$ cat src/rtl/bpi_flash_pkg.sv
// bpi_flash_pkg: shared constants for the BPI flash sequencer.
// Holds the command op encodings, sequencer states, CFI command words and status register bit indices.
package bpi_flash_pkg;
    localparam int AXI_DW = 32;

    typedef enum logic [1:0] {
        OP_PROG  = 2'd0,
        OP_ERASE = 2'd1,
        OP_CLR   = 2'd2,
        OP_RSV   = 2'd3
    } op_e;

    typedef enum logic [2:0] {
        IDLE,
        BUS_WR,
        GAP,
        BUS_RD,
        CHECK,
        RDARR,
        DONE
    } state_e;

    localparam logic [15:0] CFI_PROG_SETUP    = 16'h0040;
    localparam logic [15:0] CFI_ERASE_SETUP   = 16'h0020;
    localparam logic [15:0] CFI_ERASE_CONFIRM = 16'h00D0;
    localparam logic [15:0] CFI_CLR_STATUS    = 16'h0050;
    localparam logic [15:0] CFI_READ_STATUS   = 16'h0070;
    localparam logic [15:0] CFI_READ_ARRAY    = 16'h00FF;

    localparam int ST_READY     = 7;
    localparam int ST_ERASE_ERR = 5;
    localparam int ST_PROG_ERR  = 4;
    localparam int ST_VPP_ERR   = 3;
    localparam int ST_LOCK_ERR  = 1;
endpackage

$ cat src/rtl/bpi_flash_seq_if.sv
// bpi_flash_seq_if: AXI4-Lite bus (32-bit data) between the sequencer and the BPI flash slave.
// Parameter AW: byte address width. Modports: master (sequencer side), slave (flash side).
interface bpi_flash_seq_if
    import bpi_flash_pkg::*;
#(
    parameter int AW = 27
);
    logic [AW-1:0]     awaddr;
    logic [2:0]        awprot;
    logic              awvalid;
    logic              awready;
    logic [AXI_DW-1:0] wdata;
    logic [3:0]        wstrb;
    logic              wvalid;
    logic              wready;
    logic [1:0]        bresp;
    logic              bvalid;
    logic              bready;
    logic [AW-1:0]     araddr;
    logic [2:0]        arprot;
    logic              arvalid;
    logic              arready;
    logic [AXI_DW-1:0] rdata;
    logic [1:0]        rresp;
    logic              rvalid;
    logic              rready;

    modport master (
        output awaddr, awprot, awvalid, wdata, wstrb, wvalid, bready, araddr, arprot, arvalid, rready,
        input  awready, wready, bresp, bvalid, arready, rdata, rresp, rvalid
    );
    modport slave (
        input  awaddr, awprot, awvalid, wdata, wstrb, wvalid, bready, araddr, arprot, arvalid, rready,
        output awready, wready, bresp, bvalid, arready, rdata, rresp, rvalid
    );
endinterface

$ cat src/rtl/bpi_flash_seq_bus.sv
// bpi_flash_seq_bus: one 16-bit flash write or read as a single AXI4-Lite transfer.
// Ports: clk, rst; start/wr/addr/data launch a transfer; done pulses one cycle after the
// B or R handshake with resp and the addressed 16-bit lane in rdata; m_axi is the AXI master.
module bpi_flash_seq_bus
    import bpi_flash_pkg::*;
#(
    parameter int AW = 27
) (
    input  logic          clk,
    input  logic          rst,
    input  logic          start,
    input  logic          wr,
    input  logic [AW-1:0] addr,
    input  logic [15:0]   data,
    output logic          done,
    output logic [1:0]    resp,
    output logic [15:0]   rdata,
    bpi_flash_seq_if.master m_axi
);
    logic hi;
    logic unused_addr;

    assign unused_addr = addr[0];
    assign m_axi.awprot = 3'b000;
    assign m_axi.arprot = 3'b000;

    always_ff @(posedge clk) begin
        if (rst) begin
            m_axi.awvalid <= 1'b0;
            m_axi.wvalid  <= 1'b0;
            m_axi.bready  <= 1'b0;
            m_axi.arvalid <= 1'b0;
            m_axi.rready  <= 1'b0;
            m_axi.awaddr  <= '0;
            m_axi.araddr  <= '0;
            m_axi.wdata   <= '0;
            m_axi.wstrb   <= '0;
            hi    <= 1'b0;
            done  <= 1'b0;
            resp  <= 2'b00;
            rdata <= '0;
        end else begin
            done <= 1'b0;
            if (start) begin
                hi <= addr[1];
                if (wr) begin
                    m_axi.awvalid <= 1'b1;
                    m_axi.wvalid  <= 1'b1;
                    m_axi.bready  <= 1'b1;
                    m_axi.awaddr  <= {addr[AW-1:2], 2'b00};
                    m_axi.wdata   <= {data, data};
                    m_axi.wstrb   <= addr[1] ? 4'b1100 : 4'b0011;
                end else begin
                    m_axi.arvalid <= 1'b1;
                    m_axi.rready  <= 1'b1;
                    m_axi.araddr  <= {addr[AW-1:2], 2'b00};
                end
            end
            // AW and W are independent channels; each valid drops on its own handshake.
            if (m_axi.awvalid && m_axi.awready) m_axi.awvalid <= 1'b0;
            if (m_axi.wvalid && m_axi.wready) m_axi.wvalid <= 1'b0;
            if (m_axi.arvalid && m_axi.arready) m_axi.arvalid <= 1'b0;
            if (m_axi.bvalid && m_axi.bready) begin
                m_axi.bready <= 1'b0;
                done <= 1'b1;
                resp <= m_axi.bresp;
            end
            if (m_axi.rvalid && m_axi.rready) begin
                m_axi.rready <= 1'b0;
                done  <= 1'b1;
                resp  <= m_axi.rresp;
                rdata <= hi ? m_axi.rdata[31:16] : m_axi.rdata[15:0];
            end
        end
    end
endmodule

$ cat src/rtl/bpi_flash_seq.sv
// bpi_flash_seq: CFI program / block-erase / clear-status sequencer for a BPI flash behind AXI4-Lite.
// Ports: clk, rst; cmd_valid/cmd_ready/cmd_op/cmd_addr/cmd_data command; done_valid/done_status/
// done_error completion; m_axi AXI4-Lite master. Define BPI_FLASH_SEQ_TIMEOUT_EN for a poll timeout.
module bpi_flash_seq
    import bpi_flash_pkg::*;
#(
    parameter int C_MEM_SIZE       = 134217728,
    parameter int C_POLL_GAP       = 16,
    parameter int C_TIMEOUT_CYCLES = 2**26,
    localparam int AW = $clog2(C_MEM_SIZE)
) (
    input  logic          clk,
    input  logic          rst,
    input  logic          cmd_valid,
    output logic          cmd_ready,
    input  logic [1:0]    cmd_op,
    input  logic [AW-1:0] cmd_addr,
    input  logic [15:0]   cmd_data,
    output logic          done_valid,
    output logic [7:0]    done_status,
    output logic          done_error,
    bpi_flash_seq_if.master m_axi
);
    state_e        state, state_nx;
    op_e           op;
    logic [AW-1:0] addr;
    logic [15:0]   data, bus_wdata, bus_rdata, gap_cnt;
    logic [7:0]    status;
    logic [1:0]    resp;
    logic          idx, ph, issued, err, start, wr, bd, tmo;
    logic          unused_rd;

    assign unused_rd = ^bus_rdata[15:8];

    bpi_flash_seq_bus #(.AW(AW)) u_bus (
        .clk(clk), .rst(rst), .start(start), .wr(wr), .addr(addr), .data(bus_wdata),
        .done(bd), .resp(resp), .rdata(bus_rdata), .m_axi(m_axi)
    );

`ifdef BPI_FLASH_SEQ_TIMEOUT_EN
    localparam int TW = $clog2(C_TIMEOUT_CYCLES + 1);
    logic [TW-1:0] tmo_cnt;
    // Counts every cycle spent polling; the abort is only taken in GAP/CHECK so no transfer is cut off.
    always_ff @(posedge clk) begin
        if (rst || state == IDLE) tmo_cnt <= '0;
        else if ((state == GAP || state == BUS_RD || state == CHECK) && !tmo) tmo_cnt <= tmo_cnt + 1'b1;
    end
    assign tmo = tmo_cnt >= TW'(C_TIMEOUT_CYCLES - 1);
`else
    logic unused_tmo;
    assign unused_tmo = C_TIMEOUT_CYCLES[0];
    assign tmo = 1'b0;
`endif

    assign start       = (state == BUS_WR || state == BUS_RD || state == RDARR) && !issued;
    assign cmd_ready   = state == IDLE;
    assign done_valid  = state == DONE;
    assign done_status = status;
    assign done_error  = err;

    always_comb begin
        state_nx  = state;
        wr        = 1'b1;
        bus_wdata = CFI_READ_ARRAY;
        case (state)
            IDLE:   if (cmd_valid) state_nx = (cmd_op == OP_RSV) ? DONE : BUS_WR;
            BUS_WR: begin
                bus_wdata = idx ? ((op == OP_PROG) ? data : CFI_ERASE_CONFIRM)
                                : (op == OP_PROG) ? CFI_PROG_SETUP : (op == OP_ERASE) ? CFI_ERASE_SETUP : CFI_CLR_STATUS;
                if (bd) state_nx = (resp != 2'b00 || op == OP_CLR) ? RDARR : idx ? GAP : BUS_WR;
            end
            GAP:    state_nx = tmo ? RDARR : (gap_cnt == 16'(C_POLL_GAP - 1)) ? BUS_RD : GAP;
            // A poll is two transfers: the read-status command (ph=0), then the status read (ph=1).
            BUS_RD: begin
                wr        = !ph;
                bus_wdata = CFI_READ_STATUS;
                if (bd) state_nx = (resp != 2'b00) ? RDARR : ph ? CHECK : BUS_RD;
            end
            CHECK:  state_nx = (status[ST_READY] || tmo) ? RDARR : GAP;
            RDARR:  if (bd) state_nx = DONE;
            DONE:   state_nx = IDLE;
            default: state_nx = IDLE;
        endcase
    end

    always_ff @(posedge clk) begin
        if (rst) begin
            state   <= IDLE;
            op      <= OP_PROG;
            addr    <= '0;
            data    <= '0;
            status  <= '0;
            err     <= 1'b0;
            idx     <= 1'b0;
            ph      <= 1'b0;
            issued  <= 1'b0;
            gap_cnt <= '0;
        end else begin
            state   <= state_nx;
            gap_cnt <= (state == GAP) ? gap_cnt + 16'd1 : '0;
            if (state == IDLE && cmd_valid) begin
                op     <= op_e'(cmd_op);
                addr   <= cmd_addr;
                data   <= cmd_data;
                status <= '0;
                err    <= cmd_op == OP_RSV;
                idx    <= 1'b0;
                ph     <= 1'b0;
            end
            if (start) issued <= 1'b1;
            if (bd) begin
                issued <= 1'b0;
                if (resp != 2'b00) err <= 1'b1;
            end
            if (state == BUS_WR && bd) idx <= 1'b1;
            if (state == BUS_RD && bd) begin
                ph <= !ph;
                if (ph && resp == 2'b00) status <= bus_rdata[7:0];
            end
            if (state == CHECK && status[ST_READY])
                err <= err | (|status[ST_ERASE_ERR:ST_VPP_ERR]) | status[ST_LOCK_ERR];
            if (state_nx == RDARR && (state == GAP || (state == CHECK && !status[ST_READY]))) err <= 1'b1;
        end
    end
endmodule

$ cat src/flat_wrapper.sv
// flat-port wrapper written by rule: the top's interface ports become plain ports
module bpi_flash_seq_flat import bpi_flash_pkg::*;
#(
    parameter int C_MEM_SIZE       = 134217728,
    parameter int C_POLL_GAP       = 16,
    parameter int C_TIMEOUT_CYCLES = 2**26,
    localparam int AW = $clog2(C_MEM_SIZE)
)
  (clk, rst, cmd_valid, cmd_ready, cmd_op, cmd_addr, cmd_data, done_valid, done_status, done_error, m_axi_awaddr, m_axi_awprot, m_axi_awvalid, m_axi_wdata, m_axi_wstrb, m_axi_wvalid, m_axi_bready, m_axi_araddr, m_axi_arprot, m_axi_arvalid, m_axi_rready, m_axi_awready, m_axi_wready, m_axi_bresp, m_axi_bvalid, m_axi_arready, m_axi_rdata, m_axi_rresp, m_axi_rvalid);
  bpi_flash_seq_if #(.AW((27))) m_axi_i ();
  input  logic clk;
  input  logic rst;
  input  logic cmd_valid;
  output logic cmd_ready;
  input  logic [1:0] cmd_op;
  input  logic [AW-1:0] cmd_addr;
  input  logic [15:0] cmd_data;
  output logic done_valid;
  output logic [7:0] done_status;
  output logic done_error;
  output wire logic [$bits(m_axi_i.awaddr)-1:0] m_axi_awaddr;
  output wire logic [$bits(m_axi_i.awprot)-1:0] m_axi_awprot;
  output wire logic [$bits(m_axi_i.awvalid)-1:0] m_axi_awvalid;
  output wire logic [$bits(m_axi_i.wdata)-1:0] m_axi_wdata;
  output wire logic [$bits(m_axi_i.wstrb)-1:0] m_axi_wstrb;
  output wire logic [$bits(m_axi_i.wvalid)-1:0] m_axi_wvalid;
  output wire logic [$bits(m_axi_i.bready)-1:0] m_axi_bready;
  output wire logic [$bits(m_axi_i.araddr)-1:0] m_axi_araddr;
  output wire logic [$bits(m_axi_i.arprot)-1:0] m_axi_arprot;
  output wire logic [$bits(m_axi_i.arvalid)-1:0] m_axi_arvalid;
  output wire logic [$bits(m_axi_i.rready)-1:0] m_axi_rready;
  input wire logic [$bits(m_axi_i.awready)-1:0] m_axi_awready;
  input wire logic [$bits(m_axi_i.wready)-1:0] m_axi_wready;
  input wire logic [$bits(m_axi_i.bresp)-1:0] m_axi_bresp;
  input wire logic [$bits(m_axi_i.bvalid)-1:0] m_axi_bvalid;
  input wire logic [$bits(m_axi_i.arready)-1:0] m_axi_arready;
  input wire logic [$bits(m_axi_i.rdata)-1:0] m_axi_rdata;
  input wire logic [$bits(m_axi_i.rresp)-1:0] m_axi_rresp;
  input wire logic [$bits(m_axi_i.rvalid)-1:0] m_axi_rvalid;
  assign m_axi_awaddr = m_axi_i.awaddr;
  assign m_axi_awprot = m_axi_i.awprot;
  assign m_axi_awvalid = m_axi_i.awvalid;
  assign m_axi_wdata = m_axi_i.wdata;
  assign m_axi_wstrb = m_axi_i.wstrb;
  assign m_axi_wvalid = m_axi_i.wvalid;
  assign m_axi_bready = m_axi_i.bready;
  assign m_axi_araddr = m_axi_i.araddr;
  assign m_axi_arprot = m_axi_i.arprot;
  assign m_axi_arvalid = m_axi_i.arvalid;
  assign m_axi_rready = m_axi_i.rready;
  assign m_axi_i.awready = m_axi_awready;
  assign m_axi_i.wready = m_axi_wready;
  assign m_axi_i.bresp = m_axi_bresp;
  assign m_axi_i.bvalid = m_axi_bvalid;
  assign m_axi_i.arready = m_axi_arready;
  assign m_axi_i.rdata = m_axi_rdata;
  assign m_axi_i.rresp = m_axi_rresp;
  assign m_axi_i.rvalid = m_axi_rvalid;
  bpi_flash_seq #(.C_MEM_SIZE(C_MEM_SIZE), .C_POLL_GAP(C_POLL_GAP), .C_TIMEOUT_CYCLES(C_TIMEOUT_CYCLES)) u_core (.clk(clk), .rst(rst), .cmd_valid(cmd_valid), .cmd_ready(cmd_ready), .cmd_op(cmd_op), .cmd_addr(cmd_addr), .cmd_data(cmd_data), .done_valid(done_valid), .done_status(done_status), .done_error(done_error), .m_axi(m_axi_i));
endmodule
$ cat config.mk
export PLATFORM = sky130hd
export DESIGN_NAME = bpi_flash_seq_flat
export DESIGN_NICKNAME = d
export VERILOG_FILES = /design/src/rtl/bpi_flash_pkg.sv /design/src/rtl/bpi_flash_seq_if.sv /design/src/rtl/bpi_flash_seq_bus.sv /design/src/rtl/bpi_flash_seq.sv /design/src/flat_wrapper.sv
export SDC_FILE = /design/constraint.sdc
export NUM_CORES = 1
export LEC_CHECK = 0
export BUFFER_PORTS_ARGS = -buffer_cell sky130_fd_sc_hd__buf_2
export CAP_MARGIN = 20
export CELL_PAD_IN_SITES_DETAIL_PLACEMENT = 1
export CELL_PAD_IN_SITES_GLOBAL_PLACEMENT = 2
export CORE_ASPECT_RATIO = 1.1
export CORE_UTILIZATION = 29
export DETAILED_ROUTE_END_ITERATION = 10
export PLACE_DENSITY = 0.77
export SLEW_MARGIN = 15
export SYNTH_ARGS = -nofsm -noshare
export SYNTH_HDL_FRONTEND = slang
export SYNTH_HIERARCHICAL = 1
export SYNTH_SLANG_ARGS = --single-unit
$ cat constraint.sdc
create_clock -name clk -period 2.6 [get_ports clk]
set_input_delay 0.26 -clock clk [delete_from_list [all_inputs] [get_ports clk]]
set_output_delay 0.26 -clock clk [all_outputs]
set_load 0.03 [all_outputs]
==> metrics.txt, run 1 <==
Post-Syn Area about 6400 um^2; # DRC 0; RSZ-0062 raised after global routing no; Fin. Hold Viols 0; final worst slack 392 ps; detailed-route wire length per cell 15.0 um; r2r worst-path depth 5; number of global-route vias before repair around 5500; warnings from Yosys 6; crit path capture type flip-flop; Iteration-0 DRC Markers between 200 and 250; worst-path fanout max 44; via count about 5800; share of cells above drive strength 1 24.9%; end point of the critical path u_core/u_bus/m_axi.wstrb[1]$_SDFFE_PP0P_; reg2reg start u_core/state[0]$_SDFF_PP0_; VDD IR-drop max about 0.53 mV; min Tclk post-route roughly 2200 ps; remaining global-route overflow 0; Vias/cell about 4.7; Area Growth Syn to Fin 23.5%; CTS resizes 0; dpl ws between 300 and 400 ps; CTS Sinks 160; Setup crit start u_core/state[0]$_SDFF_PP0_; clock slew at reported path FFs approximately 70 ps; initial core utilization between 20 and 30%; Final Setup Violations 0; TritonCTS clock tree done; critical path required time 2870 ps; Pre-antenna DRT Iters 4; dpl cells 1203; Ports 201; CTS H-Tree Depth 4; final worst path period share 84.9%; non-filler instance count after layout ~1200; Sum Neg Setup Slack 0 ps; routed wire length between 15000 and 20000 um; hold_buf cts 0; crit path kind flip-flop to flip-flop; max cap viols 0; first-pass GRT wire length 28800 um; worst min path class primary input to flip-flop; Die Y approximately 160 um; final setup skew 10.5 ps; CTS Root Cell clkbuf_16; die area around 23000 um^2; clock tree buffer depth 2; core area ~22000 um^2; largest net degree at the start of global routing 138; post-CTS setup buffers 0; Slew Limit Headroom approximately a third; I/O Buffers between 150 and 200; Pwr per Cell Area about 730 nW/um^2; Worst R2R Setup Slack 390 ps; Mapped Cells 802; total power 0.00582 W; top achievable clock speed ~0.45 GHz; worst r2r dst u_core/u_bus/m_axi.wstrb[1]$_SDFFE_PP0P_; DP Wirelength between 10000 and 15000 um; DRT antenna net count 0; initial antenna violation count 0; Worst-Margin Slew roughly 1000 ps; CP startpoint kind flip-flop; syn_area_per_cell 8.00 um^2; TritonCTS Buffers 17; Total Routing Usage GR between 10% and 20%; Die X roughly 140 um; Ant. Diodes 0; GP Congestion 0.731; hold slack between 60 and 70 ps; final net count just over 1000; worst-skew pair later-pin latency about 430 ps; Leakage 3.19 nW; run status finished, final reports clean; Final Slew Violations 0; Data arrival, critical path between 2000 and 2500 ps; num rows 56
-- worst max-delay path, cell delays in order (launching register included) --
cell	delay (ps)
dfxtp_1	330
nor2b_1	490
nand3_1	310
and2_2	610
nor2_1	220
a211oi_1	70
-- power by group --
part           switching, W  total, W  internal [W]
clock network       0.00110   0.00245       0.00135
logic              0.000504  0.000724      0.000220
registers         0.0000816   0.00264       0.00256
-- layer usage --
metal  wire length, um  share of wire [%]  vias to the layer above  track usage (%)
li1                  -                  -                     2885                -
met1              8600                 46                     2730             20.4
met2              8900                 48                      134             28.3
met3               815                4.4                       17             3.87
met4               231                1.2                        0             5.07
met5                 0                  0                        -                0
-- how the worst min path moves through the flow --
stage | start | end | slack [ps] | cells past startpoint
after CTS | cmd_addr[8] | u_core/addr[8]$_SDFFE_PP0P_ | 40 | 3
after detailed placement | u_core/gap_cnt[0]$_SDFF_PP0_ | u_core/gap_cnt[0]$_SDFF_PP0_ | 440 | 1
final | cmd_addr[8] | u_core/addr[8]$_SDFFE_PP0P_ | 60 | 3
after global routing | cmd_addr[8] | u_core/addr[8]$_SDFFE_PP0P_ | 50 | 3
after floorplan | cmd_data[10] | u_core/data[10]$_SDFFE_PP0P_ | 400 | 2
after global placement | u_core/gap_cnt[0]$_SDFF_PP0_ | u_core/gap_cnt[0]$_SDFF_PP0_ | 430 | 1
-- cell type report --
type                    count  area, um^2
fillers                  2698       13600
flip-flops and latches    160        3200
multi-input cells         563        2760
repair buffers            186        1000
clock buffers              18         429
well taps                 290         363
clock inverters            14         149
inverters                   4        15.0
-- state kept, by name, summed over array words and instances, names as in the netlist --
register                    flops
u_core/data                    16
u_core/u_bus/done               1
u_core/u_bus/m_axi.araddr      25
u_core/u_bus/m_axi.bready       1
u_core/state                    3
u_core/u_bus/m_axi.wstrb        2
u_core/done_error               1
u_core/u_bus/m_axi.rready       1
u_core/u_bus/rdata              8
u_core/done_status              8
u_core/u_bus/m_axi.awvalid      1
u_core/op                       2
u_core/issued                   1
u_core/u_bus/m_axi.arvalid      1
u_core/u_bus/m_axi.wvalid       1
u_core/gap_cnt                 16
u_core/u_bus/hi                 1
u_core/u_bus/m_axi.wdata       16
u_core/u_bus/resp               2
u_core/u_bus/m_axi.awaddr      25
u_core/addr                    26
u_core/idx                      1
u_core/ph                       1
-- cell usage in the layout, fill, tap and decap left out, drive strengths merged, types with 4 or more instances in the layout --
cell,count
nand2,262
buf,186
dfxtp,160
a21oi,131
nor2,24
nand3,19
clkbuf,18
o21ai,18
and2,13
conb,10
inv,10
mux2i,9
nor3,6
xor2,6
clkinvlp,4
nand2b,4
or4,4
a31oi,4
o211ai,4
mux2,4
nor2b,4
nor4,4
-- metrics by stage --
stage          cell area, um^2  util, %
2_1_floorplan             6450        -
3_3_place_gp              7350     34.2
3_5_place_dp              7350     34.2
4_1_cts                   7930     36.8
5_1_grt                   7930     36.8
6_report                  7930     36.8
Power figures use the tool's default switching activity.
==> inputs of run 2 (changes only) <==
clock period = 2.1 ns   (was 2.6 ns; I/O delays follow)
==> metrics.txt, run 2 (synthesis gave the netlist of run 1 again) <==
first-pass GRT wire length 29100 um (was 28800 um); routed wire length 18400 um (was 18500 um); most frequent cells in the layout nand2_1, buf_2, dfxtp_1 (unchanged); remaining global-route overflow 0 (unchanged); r2r worst-path depth 8 (was 5); worst path bufs/invs 2 (was 0); RSZ-0062 raised after global routing no (unchanged); FILL cells 2657 (was 2698); Storage cell area 3200 um^2 (unchanged); Largest register FFs 26 (unchanged); Vias/cell 4.58 (was 4.67); min Tclk post-route 1840 ps (was 2210 ps); crit path capture type flip-flop (unchanged); initial core utilization 29.8% (unchanged); share of cells above drive strength 1 25.9% (was 24.9%); TritonCTS clock tree done (unchanged); # DRC 0 (unchanged); Total Routing Usage GR 16.7% (was 16.6%); DRT antenna net count 0 (unchanged); Leakage 3.29 nW (was 3.19 nW); number of global-route vias before repair 5541 (was 5463); num rows 56 (unchanged); Data arrival, critical path 2140 ps (was 2470 ps); CP startpoint kind flip-flop (unchanged); Ports 201 (unchanged); via count 5732 (was 5766); CTS Root Cell clkbuf_16 (unchanged); Fin. Hold Viols 0 (unchanged); Die X 144 um (unchanged); Crit. path cell count 8 (was 5); VDD IR-drop max 0.592 mV (was 0.533 mV); Iteration-0 DRC Markers 198 (was 208); Area after DPL 7460 um^2 (was 7350 um^2); DP Wirelength 12700 um (was 12200 um); core area 21500 um^2 (unchanged); CP max-delay cell dfxtp_1 (was and2_2); critical path's top delay family flip-flops (was simple AND/OR/NAND/NOR gates); Final Slew Violations 0 (unchanged); final net count 1039 (was 1022); Area Growth Syn to Fin 26.1% (was 23.5%); Worst R2R Setup Slack 260 ps (was 390 ps); footprint of the multi-input gates 2760 um^2 (unchanged); max cap viols 0 (unchanged); hold_buf cts 4 (was 0); crit path kind flip-flop to flip-flop (unchanged); post-route cell area 8090 um^2 (was 7930 um^2); Critical Path, Cell by Cell nand2_1, nand2_1, nor2_1, buf_4, nand2b_1, buf_4, mux2_2, nor2_1 (was nor2b_1, nand3_1, and2_2, nor2_1, a211oi_1); Slew Limit Headroom 58.9% (was 32.2%); GP Congestion 0.759 (was 0.731); largest net degree at the start of global routing 60 (was 138); Sum Neg Setup Slack 0 ps (unchanged); Final Setup Violations 0 (unchanged); worst min path class primary input to flip-flop (unchanged); CTS Sinks 160 (unchanged); crit-path max cell delay 590 ps (was 610 ps); TritonCTS Buffers 17 (unchanged); most common cell after layout, fill and taps aside nand2_1 (unchanged); Largest regs u_core/addr: 26 flops, u_core/u_bus/m_axi.araddr: 25 flops, u_core/u_bus/m_axi.awaddr: 25 flops (unchanged); clock slew at reported path FFs 70 ps (about the same); CTS resizes 0 (unchanged); Die Y 158 um (unchanged); hold depth 3 (unchanged); clock tree buffer depth 2 (unchanged); Ant. Diodes 0 (unchanged); final setup skew 14.0 ps (was 10.5 ps); Worst-Margin Slew 617 ps (was 1020 ps); detailed-route wire length per cell 14.7 um (was 15.0 um); Largest Register u_core/addr (unchanged); worst-path fanout max 26 (was 44); final worst path period share 87.5% (was 84.9%); Pre-antenna DRT Iters 4 (unchanged); top achievable clock speed 0.544 GHz (was 0.453 GHz); run status finished, final reports clean (unchanged); Pwr per Cell Area 898 nW/um^2 (was 734 nW/um^2); initial antenna violation count 0 (unchanged); worst-skew pair later-pin latency 430 ps (about the same); CTS H-Tree Depth 4 (unchanged); I/O Buffers 173 (unchanged); die area 22700 um^2 (unchanged); critical path required time 2400 ps (was 2870 ps); post-CTS setup buffers 0 (unchanged)
-- run 2: changes by cell type in the layout (fill, tap and decap cells not counted), sizes merged, moves of 2 or more --
cell and delta:
buf +13, clkinv +2, clkinvlp -3, dlygate4sd3 +4, inv +3
-- run 2: final timing paths --
path | end | start
min reg2reg | u_core/data[13]$_SDFFE_PP0P_ | u_core/data[13]$_SDFFE_PP0P_
min | u_core/data[7]$_SDFFE_PP0P_ | cmd_data[7]
max | u_core/u_bus/m_axi.arvalid$_SDFFE_PP0P_ | u_core/state[2]$_SDFF_PP0_
max reg2reg | u_core/u_bus/m_axi.arvalid$_SDFFE_PP0P_ | u_core/state[2]$_SDFF_PP0_
-- run 2: final cells by class --
| cell class | count | share of cell area, % |
|---|---|---|
| clock buffer | 17 | 5.26 |
| clock inverter | 15 | 2.04 |
| inverter | 4 | 0.186 |
| multi-input combinational | 563 | 34.2 |
| sequential | 160 | 39.6 |
| tap | 290 | 4.49 |
| timing repair buffer | 203 | 14.3 |
-- run 2: metrics by stage --
stage,std cells,power [W],utilization [%],hold WS (ps),worst slack (ps)
after detailed placement,1216,0.00428,34.7,443,226
after global routing,1252,0.00761,37.6,8.24,18.7
final,1252,0.00726,37.6,17.8,262
after floorplan,811,0.00395,-,346,179
after CTS,1252,0.00739,37.6,0.675,223
after global placement,1216,0.00427,34.7,428,270
-- run 2: routing by layer --
layer | up-vias | routed length [um] | GRT usage [%]
met3 | 14 | 776 | 3.48
li1 | 2916 | - | -
met1 | 2670 | 8590 | 20.7
met5 | - | 0 | 0
met4 | 0 | 244 | 5.78
met2 | 132 | 8750 | 28.3
-- run 2: worst register-to-register path: stages, from the launching register on --
cell	delay, ps
dfxtp_1	590
nand2_1	180
nand2_1	110
nor2_1	40
buf_4	150
nand2b_1	60
buf_4	310
mux2_2	230
nor2_1	40
-- run 2: power breakdown --
part / internal [W] / switching, W / leakage [nW] / total (W)
Combinational: 0.000309 / 0.000614 / 1.70 / 0.000923
Sequential: 0.00317 / 0.000105 / 1.30 / 0.00327
Clock: 0.00160 / 0.00147 / 0.287 / 0.00307
